**src/rtl/execute_stage_mdu.sv**
```systemverilog
// execute_stage_mdu: RISC-V execute stage. It has operand forwarding, a
// single-cycle ALU and an iterative M-extension unit (MDU). The MDU holds the
// front end through o_stall_e while it works.
// Optional feature macro: EXEC_MDU_DIV_EN builds the radix-2 restoring divider.
// Without the macro, DIV/DIVU/REM/REMU finish like one-cycle multiplies and
// return 0.

package exec_mdu_pkg;
   typedef enum logic [3:0] {
      ALU_ADD   = 4'd0,
      ALU_SUB   = 4'd1,
      ALU_AND   = 4'd2,
      ALU_OR    = 4'd3,
      ALU_XOR   = 4'd4,
      ALU_SLL   = 4'd5,
      ALU_SRL   = 4'd6,
      ALU_SRA   = 4'd7,
      ALU_SLT   = 4'd8,
      ALU_SLTU  = 4'd9,
      ALU_PASSB = 4'd10
   } alu_op_t;
endpackage

module execute_stage_mdu
   import exec_mdu_pkg::*;
#(
   parameter int DATA_WIDTH = 32,
   parameter int ADDR_WIDTH = 10,
   parameter int MUL_CYCLES = 2
) (
   input  logic                  i_clk,
   input  logic                  i_rst,
   input  logic [DATA_WIDTH-1:0] i_rs1_data_e,
   input  logic [DATA_WIDTH-1:0] i_rs2_data_e,
   input  logic [DATA_WIDTH-1:0] i_immext_e,
   input  logic [ADDR_WIDTH-1:0] i_pc_e,
   input  logic [ADDR_WIDTH-1:0] i_pc4_e,
   input  logic [4:0]            i_rd_addr_e,
   input  alu_op_t               i_aluctrl_e,
   input  logic                  i_alusrc_e,
   input  logic                  i_regwrite_e,
   input  logic                  i_memwrite_e,
   input  logic [1:0]            i_resultsrc_e,
   input  logic [1:0]            i_storetype_e,
   input  logic [1:0]            i_forward_a,
   input  logic [1:0]            i_forward_b,
   input  logic [DATA_WIDTH-1:0] i_forward_m,
   input  logic [DATA_WIDTH-1:0] i_forward_w,
   input  logic                  i_md_e,
   input  logic [2:0]            i_mdop_e,
   input  logic                  i_kill_e,
   output logic                  o_stall_e,
   output logic [ADDR_WIDTH-1:0] o_pctarget_e,
   output logic                  o_zero_e,
   output logic [DATA_WIDTH-1:0] o_alu_result_m,
   output logic [DATA_WIDTH-1:0] o_write_data_m,
   output logic                  o_regwrite_m,
   output logic                  o_memwrite_m,
   output logic [1:0]            o_resultsrc_m,
   output logic [1:0]            o_storetype_m,
   output logic [4:0]            o_rd_addr_m,
   output logic [ADDR_WIDTH-1:0] o_pc4_m
);
   localparam int CW = $clog2(DATA_WIDTH);
   localparam logic [1:0] S_IDLE = 2'd0, S_MUL = 2'd1, S_DIV = 2'd2, S_DONE = 2'd3;

   logic [DATA_WIDTH-1:0]   srca_s, srcb_fwd_s, srcb_s, alu_result_s, mdu_result_s;
   logic [1:0]              state_q, state_d;
   logic [CW-1:0]           cnt_q, cnt_d;
   logic [DATA_WIDTH-1:0]   opa_q, opb_q;
   logic [2:0]              op_q;
   logic                    accept_s;
   logic [2*DATA_WIDTH-1:0] mula_s, mulb_s, prod_s;

`ifdef EXEC_MDU_DIV_EN
   logic [DATA_WIDTH-1:0] quo_q, rem_q, dvs_q, mag_a_s, mag_b_s, quo_res_s, rem_res_s;
   logic [DATA_WIDTH:0]   rsh_s, dif_s;
   logic                  negq_q, negr_q, sgn_s, div_zero_s, div_ovf_s;

   // Divider helpers: operand magnitudes, special cases, one restoring step, final signs
   always_comb begin
      sgn_s      = ~i_mdop_e[0];
      mag_a_s    = (sgn_s & srca_s[DATA_WIDTH-1]) ? (~srca_s + 1'b1) : srca_s;
      mag_b_s    = (sgn_s & srcb_fwd_s[DATA_WIDTH-1]) ? (~srcb_fwd_s + 1'b1) : srcb_fwd_s;
      div_zero_s = (srcb_fwd_s == '0);
      div_ovf_s  = sgn_s & (srca_s == {1'b1, {(DATA_WIDTH-1){1'b0}}}) & (srcb_fwd_s == '1);
      rsh_s      = {rem_q, quo_q[DATA_WIDTH-1]};
      dif_s      = rsh_s - {1'b0, dvs_q};
      quo_res_s  = negq_q ? (~quo_q + 1'b1) : quo_q;
      rem_res_s  = negr_q ? (~rem_q + 1'b1) : rem_q;
   end
`endif

   // Forwarding muxes and operand-B source select
   always_comb begin
      case (i_forward_a)
         2'b01:   srca_s = i_forward_w;
         2'b10:   srca_s = i_forward_m;
         default: srca_s = i_rs1_data_e;
      endcase
      case (i_forward_b)
         2'b01:   srcb_fwd_s = i_forward_w;
         2'b10:   srcb_fwd_s = i_forward_m;
         default: srcb_fwd_s = i_rs2_data_e;
      endcase
      srcb_s = i_alusrc_e ? i_immext_e : srcb_fwd_s;
   end

   // Single-cycle ALU
   always_comb begin
      case (i_aluctrl_e)
         ALU_ADD:   alu_result_s = srca_s + srcb_s;
         ALU_SUB:   alu_result_s = srca_s - srcb_s;
         ALU_AND:   alu_result_s = srca_s & srcb_s;
         ALU_OR:    alu_result_s = srca_s | srcb_s;
         ALU_XOR:   alu_result_s = srca_s ^ srcb_s;
         ALU_SLL:   alu_result_s = srca_s << srcb_s[CW-1:0];
         ALU_SRL:   alu_result_s = srca_s >> srcb_s[CW-1:0];
         ALU_SRA:   alu_result_s = $signed(srca_s) >>> srcb_s[CW-1:0];
         ALU_SLT:   alu_result_s = {{(DATA_WIDTH-1){1'b0}}, $signed(srca_s) < $signed(srcb_s)};
         ALU_SLTU:  alu_result_s = {{(DATA_WIDTH-1){1'b0}}, srca_s < srcb_s};
         ALU_PASSB: alu_result_s = srcb_s;
         default:   alu_result_s = '0;
      endcase
   end

   assign o_pctarget_e = i_pc_e + i_immext_e[ADDR_WIDTH-1:0];
   assign o_zero_e     = (alu_result_s == '0);
   assign o_stall_e    = i_md_e & ~i_kill_e & (state_q != S_DONE);
   assign accept_s     = (state_q == S_IDLE) & i_md_e & ~i_kill_e;

   // Product from latched operands; the extension mode picks the MULH flavour
   always_comb begin
      mula_s = {{DATA_WIDTH{opa_q[DATA_WIDTH-1] & (op_q[1:0] != 2'b11)}}, opa_q};
      mulb_s = {{DATA_WIDTH{opb_q[DATA_WIDTH-1] & ~op_q[1]}}, opb_q};
      prod_s = mula_s * mulb_s;
   end

   // MDU result select presented to EX/MEM in DONE
   always_comb begin
      if (!op_q[2]) begin
         mdu_result_s = (op_q[1:0] == 2'b00) ? prod_s[DATA_WIDTH-1:0]
                                             : prod_s[2*DATA_WIDTH-1:DATA_WIDTH];
      end else begin
`ifdef EXEC_MDU_DIV_EN
         mdu_result_s = op_q[1] ? rem_res_s : quo_res_s;
`else
         mdu_result_s = '0;
`endif
      end
   end

   // MDU sequencing: IDLE -> MUL/DIV -> DONE -> IDLE; kill always returns to IDLE
   always_comb begin
      state_d = state_q;
      cnt_d   = cnt_q;
      if (i_kill_e) begin
         state_d = S_IDLE;
         cnt_d   = '0;
      end else begin
         case (state_q)
            S_IDLE: begin
               if (i_md_e) begin
                  if (!i_mdop_e[2]) begin
                     state_d = S_MUL;
                     cnt_d   = CW'(MUL_CYCLES - 1);
                  end
`ifdef EXEC_MDU_DIV_EN
                  else if (div_zero_s || div_ovf_s) begin
                     state_d = S_DONE;
                     cnt_d   = '0;
                  end else begin
                     state_d = S_DIV;
                     cnt_d   = CW'(DATA_WIDTH - 1);
                  end
`else
                  else begin
                     state_d = S_MUL;
                     cnt_d   = '0;
                  end
`endif
               end else begin
                  state_d = S_IDLE;
                  cnt_d   = '0;
               end
            end
            S_MUL, S_DIV: begin
               if (cnt_q == '0) begin
                  state_d = S_DONE;
               end else begin
                  cnt_d = cnt_q - CW'(1);
               end
            end
            S_DONE:  state_d = S_IDLE;
            default: state_d = S_IDLE;
         endcase
      end
   end

   // FSM state and iteration counter
   always_ff @(posedge i_clk or posedge i_rst) begin
      if (i_rst) begin
         state_q <= S_IDLE;
         cnt_q   <= '0;
      end else begin
         state_q <= state_d;
         cnt_q   <= cnt_d;
      end
   end

   // Latch operands once at acceptance; the divider steps one bit per DIV cycle
   always_ff @(posedge i_clk or posedge i_rst) begin
      if (i_rst) begin
         opa_q <= '0;
         opb_q <= '0;
         op_q  <= 3'd0;
`ifdef EXEC_MDU_DIV_EN
         quo_q  <= '0;
         rem_q  <= '0;
         dvs_q  <= '0;
         negq_q <= 1'b0;
         negr_q <= 1'b0;
`endif
      end else if (accept_s) begin
         opa_q <= srca_s;
         opb_q <= srcb_fwd_s;
         op_q  <= i_mdop_e;
`ifdef EXEC_MDU_DIV_EN
         dvs_q <= mag_b_s;
         if (div_zero_s) begin
            quo_q  <= '1;
            rem_q  <= srca_s;
            negq_q <= 1'b0;
            negr_q <= 1'b0;
         end else if (div_ovf_s) begin
            quo_q  <= {1'b1, {(DATA_WIDTH-1){1'b0}}};
            rem_q  <= '0;
            negq_q <= 1'b0;
            negr_q <= 1'b0;
         end else begin
            quo_q  <= mag_a_s;
            rem_q  <= '0;
            negq_q <= sgn_s & (srca_s[DATA_WIDTH-1] ^ srcb_fwd_s[DATA_WIDTH-1]);
            negr_q <= sgn_s & srca_s[DATA_WIDTH-1];
         end
      end else if (state_q == S_DIV) begin
         if (dif_s[DATA_WIDTH]) begin
            rem_q <= rsh_s[DATA_WIDTH-1:0];
            quo_q <= {quo_q[DATA_WIDTH-2:0], 1'b0};
         end else begin
            rem_q <= dif_s[DATA_WIDTH-1:0];
            quo_q <= {quo_q[DATA_WIDTH-2:0], 1'b1};
         end
`endif
      end
   end

   // EX/MEM register: bubble on stall or kill, MDU result in DONE, else ALU result
   always_ff @(posedge i_clk or posedge i_rst) begin
      if (i_rst) begin
         o_alu_result_m <= '0;
         o_write_data_m <= '0;
         o_regwrite_m   <= 1'b0;
         o_memwrite_m   <= 1'b0;
         o_resultsrc_m  <= 2'd0;
         o_storetype_m  <= 2'd0;
         o_rd_addr_m    <= 5'd0;
         o_pc4_m        <= '0;
      end else if (i_kill_e || o_stall_e) begin
         o_regwrite_m <= 1'b0;
         o_memwrite_m <= 1'b0;
      end else begin
         o_alu_result_m <= i_md_e ? mdu_result_s : alu_result_s;
         o_write_data_m <= srcb_fwd_s;
         o_regwrite_m   <= i_regwrite_e;
         o_memwrite_m   <= i_memwrite_e;
         o_resultsrc_m  <= i_resultsrc_e;
         o_storetype_m  <= i_storetype_e;
         o_rd_addr_m    <= i_rd_addr_e;
         o_pc4_m        <= i_pc4_e;
      end
   end
endmodule
```
**config.mk**
```make
export PLATFORM = sky130hd
export DESIGN_NAME = execute_stage_mdu
export DESIGN_NICKNAME = d
export VERILOG_FILES = /design/src/rtl/execute_stage_mdu.sv
export SDC_FILE = /design/constraint.sdc
export NUM_CORES = 2
export LEC_CHECK = 0
export CORE_ASPECT_RATIO = 1.2
export CORE_UTILIZATION = 41
export DETAILED_ROUTE_END_ITERATION = 16
export PLACE_DENSITY_LB_ADDON = 0.05
export SLEW_MARGIN = 20
export SYNTH_ARGS = -nofsm -noshare
export SYNTH_HDL_FRONTEND = slang
export SYNTH_SLANG_ARGS = --single-unit
```
**constraint.sdc**
```tcl
create_clock -name i_clk -period 11.7 [get_ports i_clk]
set_input_delay 1.17 -clock i_clk [delete_from_list [all_inputs] [get_ports i_clk]]
set_output_delay 1.17 -clock i_clk [all_outputs]
set_load 0.02 [all_outputs]
```
==> metrics.csv <==
stage;metric;value;unit
drt;vias;47600;
clocking;htree_levels;4;
critical_path;r2r_end;o_alu_result_m[28];
layout;layout_commonest_cell;inv_1;
floorplanning;die_y;403;µm
clocking;post_cts_resized;0;
placement;dp_hpwl;192000;µm
sta;rsz0062_at_grt;false;
global_routing;grt_max_degree;116;
layout;seqCellArea;0.00398;mm²
clocking;tritoncts;yes;
clocking;cts.path.max_buffers;2;
sta;min_period_over_period;86.1;%
layout;multi_input_area;0.0448;mm²
min_path;min_to;opa_q[14];
global_routing;grt_overflow_total;0;
layout;drive_above_1_share;4.26;%
clocking;clkSlewWorstSetupHoldPaths;0.08;ns
sta;setup_viol;0;
drt;routed_wl;240000;µm
floorplanning;core;0.132;mm²
placement;placed_area;0.0599;mm²
floorplanning;boundaryPins;304;
synth;synthAdderAreaFrac;48.6;%
clocking;cts_buffers;17;
sta;tns;0;ns
layout;fillers;13300;
critical_path;endpoint_kind;register;
run;maxCapViolations;0;
global_routing;grt_pass1_wl;354000;µm
critical_path;setup.worst_path.class;register to register;
global_routing;grtUsageTotal;36.2;%
drt;wl_per_cell;28.8;µm
drt;first_pass_iters;6;
synth;ys_warn_count;0;
sta;final-max-slew-violation-count;0;
layout;syn_to_final_growth;10.4;%
synth;ys.flop_type;dfrtp_1;
synth;synth-seq-cells;159;
global_routing;grt_pass1_vias;50700;
sta;fin_worst_skew;0.0196;ns
critical_path;arrival;10.45;ns
synth;synth_nets;8095;
synth;synth_top_family_by_area;adder cells;
synth;synthMuxAreaShare;2.48;%
synth;synth_xor_area_share;1.37;%
layout;final_area;0.0606;mm²
sta;hold_viol_final;0;
placement;gp_congestion;1.01;
synth;synth_compound_area_share;13.1;%
synth;synth-simple-area-share;15.9;%
min_path;worstHoldStart;opa_q[14];
clocking;ctsHoldBuffers;0;
critical_path;required;12.08;ns
layout;final_cell_mix;inv_1, fa_1, nand2_1, and2_1, ha_1;
synth;synth_edf_count;0;
drt;vias_per_cell;5.71;
synth;seq_area_frac_synth;7.25;%
critical_path;ff2ff_setup_slack;1.63;ns
synth;synth.cell_area;0.0549;mm²
floorplanning;floorplan.initialDensity;41.4;%
clocking;clockRootBuffer;clkbuf_16;
sta;holdWs;0.482;ns
sta;timing.slew.headroom;18.5;%
synth;ys_types;91;
critical_path;cp_max_fo;11;
clocking;post_cts_buffers;0;
sta;fin_crit;10.07;ns
synth;synthCells;6434;
status;status;finished clean;
drt;drc;0;
global_routing;antenna_found_initial;17;
clocking;clock_sinks;159;
critical_path;start_kind;register;
placement;portBuffers;303;
floorplanning;placementRows;146;
drt;drtIter0Drc;4102;
drt;ant_nets;0;
synth;syn_area_per_cell;8.53;µm²
critical_path;r2r_start;op_q[1];
sta;worst_pin_slew;1.21;ns
floorplanning;dieArea;0.135;mm²
min_path;min_path_cells;2;
sta;clock.fmax;0.0993;GHz
clocking;clk_latency;0.50;ns
critical_path;worstRegToRegCells;24;
floorplanning;die_width;336;µm
layout;layout.nets;8202;
min_path;hold_path_class;register to register;
synth;ys_async_sr_fraction;100;%
cells by family after synthesis:
kind of cell / count (synthesis)
simple gates: 1912
mux: 134
buf+inv: 1626
xor+xnor: 86
fa+ha+maj: 1454
compound gates: 1063
flops: 159
layout make-up:
type / count / share of cell area (%)
diodes: 9 / 0.0372
multi-input cells: 4649 / 73.9
clock inverters: 15 / 0.353
well taps: 1776 / 3.67
clock buffers: 17 / 0.702
inverters: 1243 / 7.73
flip-flops and latches: 159 / 6.57
repair buffers: 471 / 7.08
worst max-delay path, cell delays in order (launching register included):
cell      delay, ns
dfrtp_1        0.46
a21boi_2       0.53
nand2_1        0.24
fa_1           0.58
fa_1           0.50
inv_1          0.06
fa_1           0.86
inv_1          0.38
fa_1           0.70
inv_1          0.53
fa_1           0.55
fa_1           0.51
fa_1           0.51
inv_1          0.08
fa_1           0.48
inv_1          0.04
ha_1           0.39
a21o_1         0.22
or3_1          0.32
nor3b_1        0.82
o31ai_1        0.17
a21oi_1        0.35
nor4_1         0.13
mux2i_1        0.14
a221o_1        0.38
stage by stage:
| step | std cells | util, % | worst slack [ns] |
|---|---|---|---|
| floorplan | 6434 | - | 3.15 |
| global placement | 8298 | 45.3 | 1.65 |
| detailed placement | 8298 | 45.3 | 1.69 |
| CTS | 8330 | 45.7 | 1.64 |
| global route | 8331 | 45.7 | 1.25 |
| finish | 8339 | 45.8 | 1.63 |
how the worst max path moves through the flow:
stage | from | endpoint | slack (ns) | cells after the start
detailed placement | op_q[1] | o_alu_result_m[28] | 1.69 | 24
global placement | i_forward_b[0] | o_zero_e | 1.65 | 21
CTS | op_q[1] | o_alu_result_m[28] | 1.64 | 24
finish | op_q[1] | o_alu_result_m[28] | 1.63 | 24
global route | op_q[0] | o_alu_result_m[28] | 1.25 | 24
floorplan | opa_q[31] | o_alu_result_m[29] | 3.15 | 29
layer usage:
layer  wire length [µm]  global-route usage [%]  vias up
met5                 52                       0        -
met2             114000                    59.7     1994
met1              95200                    45.9    24600
met3              16300                    5.94      543
li1                   -                       -    20400
met4              14400                    17.9        8
cells in the mapped netlist, types with 20 or more instances:
| library cell | number | area share (%) |
|---|---|---|
| xor2_1 | 20 | 0.32 |
| a22oi_1 | 56 | 0.77 |
| inv_1 | 1236 | 8.5 |
| xnor2_1 | 66 | 1.1 |
| buf_2 | 28 | 0.26 |
| nand3_1 | 31 | 0.28 |
| mux2i_1 | 120 | 2.2 |
| o21a_1 | 24 | 0.33 |
| nand2_1 | 1047 | 7.2 |
| dfrtp_1 | 159 | 7.2 |
| a211oi_1 | 31 | 0.42 |
| nor4_1 | 20 | 0.23 |
| fa_1 | 1128 | 41 |
| a221oi_1 | 46 | 0.73 |
| o211ai_1 | 31 | 0.42 |
| o221ai_1 | 29 | 0.46 |
| nand2b_1 | 34 | 0.39 |
| o21ai_0 | 307 | 2.8 |
| clkbuf_1 | 326 | 2.2 |
| a221o_1 | 52 | 0.95 |
| or2_2 | 20 | 0.23 |
| and2_1 | 372 | 4.2 |
| nor3_1 | 53 | 0.48 |
| ha_1 | 326 | 7.4 |
| a31oi_1 | 22 | 0.25 |
| nor2b_1 | 26 | 0.30 |
| o22ai_1 | 45 | 0.51 |
| a21o_1 | 45 | 0.62 |
| a21oi_1 | 174 | 1.6 |
| nor2_1 | 228 | 1.6 |
sequential cells by signal, summed over array words and instances, names as in the netlist:
name / flops
o_write_data_m: 32
opa_q: 32
o_resultsrc_m: 2
o_regwrite_m: 1
o_pc4_m: 10
op_q: 3
cnt_q: 5
o_memwrite_m: 1
o_alu_result_m: 32
o_rd_addr_m: 5
state_q: 2
o_storetype_m: 2
opb_q: 32
Power is not shown: default switching activity piles up to over one toggle a cycle in this logic, so the estimate is an artifact.
